$ cat config.mk
export PLATFORM = sky130hd
export DESIGN_NAME = id_ex_stage
export DESIGN_NICKNAME = d
export VERILOG_FILES = /design/src/rtl/mips_pkg.sv /design/src/rtl/alu_control.sv /design/src/rtl/id_ex_stage.sv
export SDC_FILE = /design/constraint.sdc
export NUM_CORES = 1
export LEC_CHECK = 0
export BUFFER_PORTS_ARGS = -buffer_cell sky130_fd_sc_hd__buf_2
export CAP_MARGIN = 20
export CORE_MARGIN = 10
export CORE_UTILIZATION = 49
export DETAILED_ROUTE_END_ITERATION = 8
export PLACE_DENSITY = 0.81
export SLEW_MARGIN = 25
export SYNTH_ARGS = -nofsm -noshare
export SYNTH_HDL_FRONTEND = slang
export SYNTH_HIERARCHICAL = 1
export SYNTH_SLANG_ARGS = --single-unit
$ cat constraint.sdc
create_clock -name clk -period 2.1 [get_ports clk]
set_input_delay 0.21 -clock clk [delete_from_list [all_inputs] [get_ports clk]]
set_output_delay 0.21 -clock clk [all_outputs]
set_load 0.02 [all_outputs]
$ cat src/rtl/mips_pkg.sv
// Shared encodings for the MIPS pipeline: ALUOp, ALU control codes, funct codes, reset constants.
package mips_pkg;

    typedef enum logic [1:0] {
        ALUOP_ADD   = 2'b00,
        ALUOP_SUB   = 2'b01,
        ALUOP_FUNCT = 2'b10,
        ALUOP_RSVD  = 2'b11
    } alu_op_e;

    localparam logic [3:0] ALU_AND = 4'b0000;
    localparam logic [3:0] ALU_OR  = 4'b0001;
    localparam logic [3:0] ALU_ADD = 4'b0010;
    localparam logic [3:0] ALU_SUB = 4'b0110;
    localparam logic [3:0] ALU_SLT = 4'b0111;
    localparam logic [3:0] ALU_NOP = 4'b1111;

    localparam logic [5:0] FUNCT_ADD = 6'b100000;
    localparam logic [5:0] FUNCT_SUB = 6'b100010;
    localparam logic [5:0] FUNCT_AND = 6'b100100;
    localparam logic [5:0] FUNCT_OR  = 6'b100101;
    localparam logic [5:0] FUNCT_SLT = 6'b101010;

    localparam logic [3:0] EX_ALU_CTRL_RST = 4'b0000;

endpackage

$ cat src/rtl/alu_control.sv
// Combinational ALUOp/funct decode into the 4-bit ALU control code.
module alu_control
    import mips_pkg::*;
(
    input  logic [1:0] alu_op,
    input  logic [5:0] funct,
    output logic [3:0] alu_ctrl
);

    always_comb begin
        alu_ctrl = ALU_NOP;
        case (alu_op_e'(alu_op))
            ALUOP_ADD:   alu_ctrl = ALU_ADD;
            ALUOP_SUB:   alu_ctrl = ALU_SUB;
            ALUOP_FUNCT: begin
                case (funct)
                    FUNCT_ADD: alu_ctrl = ALU_ADD;
                    FUNCT_SUB: alu_ctrl = ALU_SUB;
                    FUNCT_AND: alu_ctrl = ALU_AND;
                    FUNCT_OR:  alu_ctrl = ALU_OR;
                    FUNCT_SLT: alu_ctrl = ALU_SLT;
                    default:   alu_ctrl = ALU_NOP;
                endcase
            end
            default:     alu_ctrl = ALU_NOP;
        endcase
    end

endmodule

$ cat src/rtl/id_ex_stage.sv
// ID/EX pipeline register: operand/control capture, ALU control decode, imm select, load-use bubble.
// Optional operand forwarding from EX/MEM when ID_EX_FWD_EN is defined.
module id_ex_stage
    import mips_pkg::*;
#(
    parameter int DW = 32,
    parameter int RW = 5
) (
    input  logic          clk,
    input  logic          rst_n,
    input  logic          stall,
    input  logic          flush,
    input  logic          id_valid,
    input  logic [DW-1:0] id_rs_data,
    input  logic [DW-1:0] id_rt_data,
    input  logic [15:0]   id_imm16,
    input  logic [RW-1:0] id_rs_addr,
    input  logic [RW-1:0] id_rt_addr,
    input  logic [RW-1:0] id_rd_addr,
    input  logic [1:0]    id_alu_op,
    input  logic [5:0]    id_funct,
    input  logic          id_alu_src,
    input  logic          id_reg_dst,
    input  logic          id_reg_write,
    input  logic          id_mem_read,
    input  logic          id_mem_write,
    input  logic          id_mem_to_reg,
`ifdef ID_EX_FWD_EN
    input  logic [DW-1:0] fwd_ex_result,
    input  logic          fwd_mem_we,
    input  logic [RW-1:0] fwd_mem_addr,
    input  logic [DW-1:0] fwd_mem_result,
`endif
    output logic          ex_valid,
    output logic [DW-1:0] ex_rs,
    output logic [DW-1:0] ex_rt,
    output logic [3:0]    ex_alu_control,
    output logic [DW-1:0] ex_store_data,
    output logic [RW-1:0] ex_wb_addr,
    output logic          ex_reg_write,
    output logic          ex_mem_read,
    output logic          ex_mem_write,
    output logic          ex_mem_to_reg,
    output logic          load_use_hazard
);

    logic [DW-1:0] rs_value, rt_value, imm_ext, alu_b;
    logic [RW-1:0] wb_addr;
    logic [3:0]    alu_ctrl_d;
    logic          load_bubble;

`ifdef ID_EX_FWD_EN
    // A load in EX has no result yet; that case is covered by the hazard bubble instead.
    logic ex_fwd_ok;
    assign ex_fwd_ok = ex_valid & ex_reg_write & ~ex_mem_read;

    always_comb begin
        rs_value = id_rs_data;
        if (ex_fwd_ok && ex_wb_addr == id_rs_addr && id_rs_addr != '0)
            rs_value = fwd_ex_result;
        else if (fwd_mem_we && fwd_mem_addr == id_rs_addr && id_rs_addr != '0)
            rs_value = fwd_mem_result;
    end

    always_comb begin
        rt_value = id_rt_data;
        if (ex_fwd_ok && ex_wb_addr == id_rt_addr && id_rt_addr != '0)
            rt_value = fwd_ex_result;
        else if (fwd_mem_we && fwd_mem_addr == id_rt_addr && id_rt_addr != '0)
            rt_value = fwd_mem_result;
    end
`else
    assign rs_value = id_rs_data;
    assign rt_value = id_rt_data;
`endif

    alu_control u_alu_control (
        .alu_op   (id_alu_op),
        .funct    (id_funct),
        .alu_ctrl (alu_ctrl_d)
    );

    assign imm_ext = {{(DW-16){id_imm16[15]}}, id_imm16};
    assign alu_b   = id_alu_src ? imm_ext : rt_value;
    assign wb_addr = id_reg_dst ? id_rd_addr : id_rt_addr;

    assign load_use_hazard = ex_valid & ex_mem_read & (ex_wb_addr != '0) &
                             ((ex_wb_addr == id_rs_addr) | (ex_wb_addr == id_rt_addr));

    // Flush always bubbles; hazard and empty ID only bubble when not stalled.
    assign load_bubble = flush | (~stall & (load_use_hazard | ~id_valid));

    always_ff @(posedge clk or negedge rst_n) begin
        if (!rst_n) begin
            ex_valid       <= 1'b0;
            ex_rs          <= '0;
            ex_rt          <= '0;
            ex_alu_control <= EX_ALU_CTRL_RST;
            ex_store_data  <= '0;
            ex_wb_addr     <= '0;
            ex_reg_write   <= 1'b0;
            ex_mem_read    <= 1'b0;
            ex_mem_write   <= 1'b0;
            ex_mem_to_reg  <= 1'b0;
        end else if (load_bubble) begin
            ex_valid       <= 1'b0;
            ex_rs          <= '0;
            ex_rt          <= '0;
            ex_alu_control <= EX_ALU_CTRL_RST;
            ex_store_data  <= '0;
            ex_wb_addr     <= '0;
            ex_reg_write   <= 1'b0;
            ex_mem_read    <= 1'b0;
            ex_mem_write   <= 1'b0;
            ex_mem_to_reg  <= 1'b0;
        end else if (!stall) begin
            ex_valid       <= 1'b1;
            ex_rs          <= rs_value;
            ex_rt          <= alu_b;
            ex_alu_control <= alu_ctrl_d;
            ex_store_data  <= rt_value;
            ex_wb_addr     <= wb_addr;
            ex_reg_write   <= id_reg_write;
            ex_mem_read    <= id_mem_read;
            ex_mem_write   <= id_mem_write;
            ex_mem_to_reg  <= id_mem_to_reg;
        end
    end

endmodule
==> metrics.log, run 1 <==
[metrics] status: finished clean
[metrics] Root Buffer Master: clkbuf_16
[metrics] count of H-tree levels built during CTS: 3
[metrics] area enclosed by the die boundary: between 0.015 and 0.02 mm^2
[metrics] Area Overhead vs Synth: 31.9%
[metrics] maximum clock skew at final layout: between 7 and 8 ps
[metrics] most common cell after layout, fill and taps aside: buf_2
[metrics] worst-case headroom to the max-slew limit: between 50 and 60%
[metrics] min cycle time layout: approximately 2100 ps
[metrics] Clock Tree Buf Depth: 2
[metrics] total number of yosys warnings: 6
[metrics] first-iteration detailed-routing DRC count: between 600 and 700
[metrics] chip height: 126 um
[metrics] Total GRT Usage: around 23%
[metrics] Max Fclk: roughly 500 MHz
[metrics] clock network latency to the later pin of the worst-skew pair: roughly 360 ps
[metrics] final hold slack: between 90 and 100 ps
[metrics] Syn Std Cell Area: 0.00555 mm^2
[metrics] count of unique library cells instantiated by Yosys: 27
[metrics] number of sinks on the clock net: 110
[metrics] Register-to-Register Path Depth: 7
[metrics] xor-xnor portion of the synthesized cell area: under 10%
[metrics] total power per unit cell area: 742 mW/mm^2
[metrics] detailed placer's ending HPWL: ~13000 um
[metrics] CTS tree: built
[metrics] final-report setup violation count: 0
[metrics] count of unresolved DRC violations after routing: 0
[metrics] data required time at the worst endpoint: around 1900 ps
[metrics] Compound-Gate Fraction of Synth Area: 32.7%
[metrics] transition time of the tightest slew-check pin: about 670 ps
[metrics] largest family of logic cells by synthesized area: compound AO/OA/AOI/OAI gates
[metrics] area used by multi-input combinational logic: between 0.002 and 0.0025 mm^2
[metrics] registers with the most flip-flops: ex_rs: 32 flops, ex_rt: 32 flops, ex_store_data: 32 flops
[metrics] share of the yosys chip area belonging to registers: between 40% and 50%
[metrics] average detailed-routed wire length per instance: 21.0 um
[metrics] fraction of the cycle the final worst path needs: ~98%
[metrics] diode count: 0
[metrics] maximum VDD drop: between 400 and 500 uV
[metrics] Pins Over Slew Limit: 0
[metrics] path category of the worst min-delay check: in2reg
[metrics] via count of the first global-routing pass: 5700
[metrics] final weighted congestion in routability-driven placement: approximately 0.81
[metrics] highest-count cells in the layout ignoring fill and taps: buf_2, dfrtp_1, a21oi_1
[metrics] layout net count: 886
[metrics] initial core utilization: about half
[metrics] row count: 38
[metrics] Setup Slack @ Placement: 152 ps
[metrics] max_cap viols: 0
[metrics] synthesized area per cell: around 9.6 um^2
[metrics] Arr. time, crit path: approximately 1800 ps
[metrics] type of origin of the critical path: flip-flop
[metrics] number of hold-slack violations in the final timing report: 0
[metrics] number of flip-flops and latches in the synthesized netlist: between 100 and 150
[metrics] syn_nets: ~700
[metrics] post-detailed-route count of antenna-violating nets: 0
[metrics] total via count after detailed routing: around 5700
[metrics] Critical Path Sink Type: output pin
[metrics] CTS clk-pin slew, worst paths: 70 ps
[metrics] simple-gate share of the synthesized area: approximately 5.6%
[metrics] highest net fanout along the worst path: 3
[metrics] first-pass detailed-route iteration total: 6
[metrics] maximum number of pins on one net before global-route repair: roughly 150
[metrics] Static Leakage: ~3.6 nW
[metrics] Slowest cell on crit path: or4_4
[metrics] design area: approximately 0.0073 mm^2
[metrics] Via density: between 6 and 7
[metrics] cell count of the worst hold path: 3
[metrics] antenna violations before repair: 0
[metrics] cell count after synthesis: ~580
[metrics] wire length of the first global-routing pass: roughly 30000 um
[metrics] portion of netlist area occupied by mux cells: 4.24%
[metrics] Post-Synth Adder-Cell Area: 0%
[metrics] proportion of layout cells with a drive suffix above 1: between 30% and 40%
[metrics] count of pins on the block boundary: 225
[metrics] kind of critical path: reg2out
[metrics] count of filler cells inserted in the layout: 869
[metrics] sequence of cells on the critical path: or4_4, o211ai_4, buf_12, nor2b_2, buf_4
[metrics] overflow left after global routing: 0
[metrics] maximum single-stage delay on the critical path: roughly 550 ps
[metrics] core footprint: around 0.011 mm^2
[metrics] buffers added on ports: between 200 and 250
[metrics] clock buffers created by TritonCTS: 9
[metrics] dpl cell area: 0.00682 mm^2
[metrics] die width: about 130 um
[metrics] aggregate routed wire length: ~19000 um
[metrics] post-route worst setup slack: 46.9 ps
[metrics] FF/Latch Area: roughly 0.0028 mm^2
-- path summary, 6_finish.rpt --
check / from / endpoint / slack, ps
max: ex_wb_addr[4] / load_use_hazard / 50
min: id_rt_data[8] / ex_store_data[8] / 100
max reg2reg: ex_wb_addr[4] / ex_rs[16] / 130
min reg2reg: ex_rs[13] / ex_rs[13] / 490
max in group asynchronous: rst_n / ex_wb_addr[1] / 1040
min in group asynchronous: rst_n / ex_rt[14] / 360
-- layout make-up --
| type | count | area share [%] |
|---|---|---|
| clock buffers | 10 | 3.26 |
| clock inverters | 6 | 1.81 |
| inverters | 18 | 0.922 |
| multi-input cells | 385 | 34.0 |
| flip-flops and latches | 110 | 37.6 |
| well taps | 140 | 2.39 |
| repair buffers | 248 | 20.0 |
-- critical path: cells and delay by family (launching register included) --
kind	cells	cell delay, ps
flops	1	380
simple gates	2	590
buf+inv	2	290
compound gates	1	220
-- kinds of logic after synthesis --
kind of cell    count (synthesis)
mux                            21
xor+xnor                       10
flops                         110
simple gates                   75
buf+inv                        82
compound gates                279
-- where the power goes --
| part | switching (mW) | internal [mW] | total, mW |
|---|---|---|---|
| logic | 0.611 | 0.354 | 0.965 |
| clock network | 0.811 | 1.32 | 2.13 |
| registers | 0.0912 | 2.25 | 2.34 |
-- what timing repair did --
action	CTS	global route
pin swaps	2	3
setup buffers	4	1
hold buffers	1	0
endpoints found under the hold margin	35	0
endpoints found under the setup margin	1	49
cloned	2	0
resized for setup	1	5
-- layer usage --
layer  GRT usage, %  part of all wire, %
met4           7.50                  2.0
met3           7.12                  9.8
met1           28.1                   39
met5              0                    0
met2           37.1                   49
-- synth_stat cells, drive strengths merged --
master  number  area, um^2
a31oi        3        18.8
nand2b       1        6.26
or4          1        7.51
o211ai       1        12.5
a22oi       38         285
nand2       61         229
buf         17         105
dfrtp      110        2750
mux2i        1        10.0
a32oi       72         631
o22ai        1        6.26
inv         18        67.6
a21oi       74         370
xnor2       10        87.6
o21ai       73         365
nand3        2        10.0
and2         1        6.26
mux2        20         225
o31ai       17         128
nor2         3        11.3
or2          1        6.26
clkbuf      47         176
and4b        1        10.0
nor2b        4        25.0
-- stage by stage --
stage	util (%)	instances	setup TNS, ps	power (mW)
after CTS	66.5	916	0	5.44
after floorplan	-	577	0	2.87
final	66.7	917	0	5.43
after global placement	62.1	893	0	3.29
after detailed placement	62.1	893	0	3.32
after global routing	66.7	917	-3.71	5.62
Note: power is estimated with default switching activity, not from simulation.
==> run 2, diff against run 1 <==
SETUP_SLACK_MARGIN = 0.1   (was default)
TNS_END_PERCENT = 10   (was default)
==> metrics.log, run 2 (synthesized netlist as in run 1, its figures left out) <==
[metrics] min cycle time layout: 2030 ps (-22.7 ps)
[metrics] clock network latency to the later pin of the worst-skew pair: 350 ps (about the same)
[metrics] registers with the most flip-flops: ex_rs: 32 flops, ex_rt: 32 flops, ex_store_data: 32 flops
[metrics] initial core utilization: 50.6% (unchanged)
[metrics] Arr. time, crit path: 1820 ps (-20 ps)
[metrics] fraction of the cycle the final worst path needs: 96.7% (-1.1 points)
[metrics] data required time at the worst endpoint: 1890 ps (about the same)
[metrics] most common cell after layout, fill and taps aside: buf_2
[metrics] top layer used by detailed routing: met5
[metrics] number of hold-slack violations in the final timing report: 0 (unchanged)
[metrics] design area: 0.00737 mm^2 (+0.60%)
[metrics] final-report setup violation count: 0 (unchanged)
[metrics] reg2reg start: ex_wb_addr[0]
[metrics] Pins Over Slew Limit: 0 (unchanged)
[metrics] reg-to-reg endpoint: ex_store_data[16]
[metrics] wire length the detailed router placed on met1: 7440 um (-0.72%)
[metrics] CTS tree: built
[metrics] detailed placer's ending HPWL: 12900 um (-0.66%)
[metrics] Total GRT Usage: 21.6% (-1.2 points)
[metrics] first-iteration detailed-routing DRC count: 711 (+18%)
[metrics] clock buffers created by TritonCTS: 9 (unchanged)
[metrics] start point of the critical path: ex_wb_addr[0]
[metrics] proportion of layout cells with a drive suffix above 1: 38.1% (+0.80 points)
[metrics] routed length on met3: 1500 um (-21%)
[metrics] transition time of the tightest slew-check pin: 704 ps (+31.1 ps)
[metrics] count of pins on the block boundary: 225 (unchanged)
[metrics] kind of critical path: reg2out
[metrics] post-detailed-route count of antenna-violating nets: 0 (unchanged)
[metrics] first-pass detailed-route iteration total: 5 (-1)
[metrics] max_cap viols: 0 (unchanged)
[metrics] number of sinks on the clock net: 110 (unchanged)
[metrics] dpl cell area: 0.00692 mm^2 (+1.4%)
[metrics] final weighted congestion in routability-driven placement: 0.841 (+4.2%)
[metrics] Area Overhead vs Synth: 32.7%
[metrics] type of origin of the critical path: flip-flop
[metrics] status: finished clean
[metrics] aggregate routed wire length: 18500 um (-4.1%)
[metrics] die width: 126 um (unchanged)
[metrics] worst hold path startpoint: id_rt_data[5]
[metrics] Clock Tree Buf Depth: 2 (unchanged)
[metrics] Via density: 6.15 (-1.2%)
[metrics] chip height: 126 um (unchanged)
[metrics] maximum VDD drop: 374 uV (-17%)
[metrics] buffers added on ports: 224 (unchanged)
[metrics] CTS clk-pin slew, worst paths: 70 ps (about the same)
[metrics] count of unresolved DRC violations after routing: 0 (unchanged)
[metrics] cell count of the worst hold path: 3 (unchanged)
[metrics] via count of the first global-routing pass: 5598 (-1.8%)
[metrics] maximum number of pins on one net before global-route repair: 84 (-43%)
[metrics] Max Fclk: 493 MHz (+1.1%)
[metrics] antenna violations before repair: 1 (+1)
[metrics] average detailed-routed wire length per instance: 19.9 um (-5.1%)
[metrics] end point of the most critical hold path: ex_store_data[5]
[metrics] Static Leakage: 3.64 nW (+0.74%)
[metrics] setup repair after global routing missed its margin: yes
[metrics] highest net fanout along the worst path: 2 (-1)
[metrics] Setup Slack @ Placement: 153 ps (+0.148 ps)
[metrics] highest-count cells in the layout ignoring fill and taps: buf_2, dfrtp_1, a21oi_1
[metrics] Critical Path Sink Type: output pin
[metrics] total power per unit cell area: 703 mW/mm^2 (-5.2%)
[metrics] maximum clock skew at final layout: 10.5 ps (+3.18 ps)
[metrics] worst reg2reg setup slack: 130 ps (about the same)
[metrics] overflow left after global routing: 0 (unchanged)
[metrics] Root Buffer Master: clkbuf_16
[metrics] core footprint: 0.0110 mm^2 (unchanged)
[metrics] final sum of negative setup slack: 0 ps (unchanged)
[metrics] diode count: 0 (unchanged)
[metrics] post-route worst setup slack: 69.6 ps (+22.7 ps)
[metrics] path category of the worst min-delay check: in2reg
[metrics] worst-case headroom to the max-slew limit: 53.0% (-2.1 points)
[metrics] count of H-tree levels built during CTS: 3 (unchanged)
[metrics] row count: 38 (unchanged)
[metrics] total via count after detailed routing: 5705 (-0.14%)
[metrics] area enclosed by the die boundary: 0.0160 mm^2 (unchanged)
[metrics] wire length of the first global-routing pass: 29300 um (-3.6%)
[metrics] Register-to-Register Path Depth: 7 (unchanged)
[metrics] layout net count: 896 (+1.1%)
[metrics] wire length on met2: 9060 um (-4.6%)
[run 2: critical path: stages (launching register included)]
cell	delay, ps
dfrtp_2	410
or4_4	540
o211ai_4	210
buf_12	140
nor2b_4	40
buf_6	120
[run 2: worst max path at each step]
stage	end	slack (ps)	depth (start not counted)
after floorplan	load_use_hazard	150	6
after global placement	ex_rs[23]	230	6
after global routing	load_use_hazard	40	5
after CTS	load_use_hazard	50	5
final	load_use_hazard	70	5
after detailed placement	ex_rs[20]	150	6
[run 2: metrics by stage]
step | hold WS, ps | std cells | util, % | power (mW)
floorplan | -85.6 | 577 | - | 2.87
global placement | 200 | 902 | 63.0 | 3.30
detailed placement | 207 | 902 | 63.0 | 3.33
CTS | 97.8 | 927 | 66.9 | 5.19
global route | 116 | 927 | 67.1 | 5.37
finish | 107 | 927 | 67.1 | 5.18
[run 2: power breakdown]
| group | total [mW] | leakage [nW] | switching, mW | internal, mW |
|---|---|---|---|---|
| combinational | 0.977 | 2.01 | 0.609 | 0.368 |
| clock | 1.87 | 0.156 | 0.785 | 1.08 |
| sequential | 2.34 | 1.48 | 0.0887 | 2.25 |
[run 2: layout make-up]
cell class                 count  area (um^2)
timing repair buffer         258         1550
sequential                   110         2750
multi-input combinational    385         2500
clock inverter                 5         81.3
clock buffer                  11          243
inverter                      18         67.6
tap                          140          175
fill                         834         3610
[run 2: metal layers]
layer	global-route usage [%]	up-vias
met2	34.7	298
li1	-	2599
met5	0	-
met1	27.4	2771
met4	8.17	2
met3	5.41	35
[run 2: what timing repair did]
item,4_1_cts,5_1_grt
buffers inserted,7,0
gates cloned,1,0
pin swaps,2,3
hold endpoints to repair,33,0
endpoints found under the setup margin,1,48
hold buffers,1,0
resized for setup,3,5
==> run 3, diff against run 2 <==
--- a/config.mk
+++ b/config.mk
@@ -9,7 +9,8 @@
 export CAP_MARGIN = 20
 export CORE_MARGIN = 10
-export CORE_UTILIZATION = 49
+export CORE_UTILIZATION = 50
+export CTS_BUF_LIST = sky130_fd_sc_hd__clkbuf_4
 export DETAILED_ROUTE_END_ITERATION = 8
-export PLACE_DENSITY = 0.81
+export PLACE_DENSITY = 0.82
 export SETUP_SLACK_MARGIN = 0.1
 export SLEW_MARGIN = 25
==> constraint.sdc (replaced) <==
create_clock -name clk -period 2.3 [get_ports clk]
set_input_delay 0.23 -clock clk [delete_from_list [all_inputs] [get_ports clk]]
set_output_delay 0.23 -clock clk [all_outputs]
set_load 0.01 [all_outputs]
==> metrics.log, run 3 (synthesized netlist as in run 1, its figures left out) <==
[metrics] final weighted congestion in routability-driven placement: 0.855 (+1.7%)
[metrics] count of H-tree levels built during CTS: 3 (unchanged)
[metrics] Via density: 6.08 (-1.2%)
[metrics] type of origin of the critical path: flip-flop
[metrics] maximum clock skew at final layout: 18.4 ps (+7.91 ps)
[metrics] start point of the critical path: ex_wb_addr[4]
[metrics] CTS tree: built
[metrics] clock network latency to the later pin of the worst-skew pair: 460 ps (+110 ps)
[metrics] count of unresolved DRC violations after routing: 0 (unchanged)
[metrics] Pins Over Slew Limit: 0 (unchanged)
[metrics] maximum VDD drop: 305 uV (-19%)
[metrics] max_cap viols: 0 (unchanged)
[metrics] overflow left after global routing: 0 (unchanged)
[metrics] wire length of the first global-routing pass: 31400 um (+7.4%)
[metrics] row count: 38 (unchanged)
[metrics] transition time of the tightest slew-check pin: 733 ps (+29.0 ps)
[metrics] core footprint: 0.0108 mm^2 (-1.3%)
[metrics] total via count after detailed routing: 5875 (+3.0%)
[metrics] Max Fclk: approximately 460 MHz
[metrics] Clock Tree Buf Depth: 2 (unchanged)
[metrics] initial core utilization: 51.2% (+0.67 points)
[metrics] worst hold path startpoint: id_rs_data[10]
[metrics] clock buffers created by TritonCTS: 9 (unchanged)
[metrics] number of sinks on the clock net: 110 (unchanged)
[metrics] first-iteration detailed-routing DRC count: 594 (-16%)
[metrics] Total GRT Usage: 23.9% (+2.4 points)
[metrics] Area Overhead vs Synth: 36.8%
[metrics] highest-count cells in the layout ignoring fill and taps: buf_2, dfrtp_1, a21oi_1
[metrics] maximum number of pins on one net before global-route repair: 79 (-6.0%)
[metrics] first-pass detailed-route iteration total: 5 (unchanged)
[metrics] area enclosed by the die boundary: 0.0157 mm^2 (-1.7%)
[metrics] most common cell after layout, fill and taps aside: buf_2
[metrics] layout net count: 933 (+4.1%)
[metrics] fraction of the cycle the final worst path needs: 95.1%
[metrics] maximum single-stage delay on the critical path: 550 ps (about the same)
[metrics] chip height: 125 um (-0.85%)
[metrics] CTS clk-pin slew, worst paths: 170 ps (+100 ps)
[metrics] antenna violations before repair: 3 (+2)
[metrics] final sum of negative setup slack: 0 ps (unchanged)
[metrics] proportion of layout cells with a drive suffix above 1: 35.6% (-2.6 points)
[metrics] path category of the worst min-delay check: in2reg
[metrics] buffers added on ports: 224 (unchanged)
[metrics] sequence of cells on the critical path: or4_4, o211ai_4, buf_12, nor2b_4, buf_6
[metrics] final-report setup violation count: 0 (unchanged)
[metrics] reg2reg start: ex_wb_addr[4]
[metrics] Critical Path Sink Type: output pin
[metrics] number of cells in the design after placement: 893 (-1.0%)
[metrics] Arr. time, crit path: 1960 ps (+140 ps)
[metrics] min cycle time layout: approximately 2200 ps
[metrics] Root Buffer Master: clkbuf_4
[metrics] Static Leakage: 3.72 nW (+2.2%)
[metrics] via count of the first global-routing pass: 5959 (+6.4%)
[metrics] worst-case headroom to the max-slew limit: 51.0% (-1.9 points)
[metrics] highest net fanout along the worst path: 2 (unchanged)
[metrics] detailed placer's ending HPWL: 13000 um (+0.72%)
[metrics] Slowest cell on crit path: or4_4
[metrics] number of hold-slack violations in the final timing report: 0 (unchanged)
[metrics] kind of critical path: reg2out
[metrics] average detailed-routed wire length per instance: 20.5 um (+2.9%)
[metrics] post-detailed-route count of antenna-violating nets: 0 (unchanged)
[metrics] count of pins on the block boundary: 225 (unchanged)
[metrics] total power per unit cell area: 550 mW/mm^2 (-22%)
[metrics] non-filler cells, final: 966 (+4.2%)
[metrics] aggregate routed wire length: 19800 um (+7.2%)
[metrics] data required time at the worst endpoint: 2070 ps (+180 ps)
[metrics] setup repair after global routing missed its margin: yes
[metrics] die width: 125 um (-0.85%)
[metrics] registers with the most flip-flops: ex_rs: 32 flops, ex_rt: 32 flops, ex_store_data: 32 flops
[metrics] status: finished clean
[run 3: cell count changes in the layout (fill, tap and decap cells not counted), moves of 2 or more]
cell / before / now
buf_12: 10 / 7
diode_2: 0 / 2
buf_6: 3 / 1
clkbuf_16: 9 / 0
dlygate4sd3_1: 1 / 46
clkbuf_4: 0 / 10
buf_4: 21 / 17
[run 3: layout make-up]
class	count	area [um^2]
fill	822	3240
sequential	110	2760
multi-input combinational	385	2490
timing repair buffer	295	1920
tap	140	175
clock inverter	6	110
clock buffer	10	75.1
inverter	18	67.6
antenna	2	5.00
[run 3: report_power, final]
group	internal, mW	total, mW	switching [mW]
sequential	2.05	2.13	0.0802
clock	0.561	1.19	0.632
combinational	0.375	0.856	0.480
total	2.99	4.18	1.19
[run 3: stage by stage]
stage | hold WS (ps) | util, % | total power [mW] | instance area, um^2 | setup WS (ps)
floorplan | -65.6 | - | 2.53 | 5550 | 436
global placement | 239 | 62.8 | 2.91 | 6810 | 315
detailed placement | 237 | 62.8 | 2.94 | 6810 | 274
CTS | 0.0724 | 69.7 | 4.19 | 7560 | 66.4
global route | 1.34 | 70.1 | 4.37 | 7600 | 35.6
finish | 20.6 | 70.1 | 4.18 | 7600 | 112
[run 3: final timing paths]
kind	endpoint	slack (ps)	cells past startpoint
setup / recovery	load_use_hazard	110	5
hold / removal	ex_rs[10]	20	3
setup reg to reg	ex_store_data[23]	160	7
hold reg to reg	ex_rs[20]	520	2
max in group asynchronous	ex_rt[20]	1350	3
min in group asynchronous	ex_rt[14]	270	2
[run 3: timing repair]
action,in CTS,in global routing
hold buffers,44,2
setup endpoints to repair,1,2
hold endpoints to repair,82,2
gates resized for setup,3,3
buffers inserted,7,0
pin swaps,2,3
cloned,2,0
[run 3: worst max-delay path, delay by kind of cell, from the launching register on]
kind,cells,cell delay (ps)
AND/OR/NAND/NOR,2,580
buffers and inverters,2,260
AO/OA/AOI/OAI,1,220
flip-flops,1,440
[run 3: metal layers]
metal,global-route usage (%),vias to the layer above,share of wire (%)
met5,0,-,0
met4,12.6,0,4.0
met3,6.17,58,8.0
met2,40.1,311,50
met1,27.6,2837,38
li1,-,2669,-
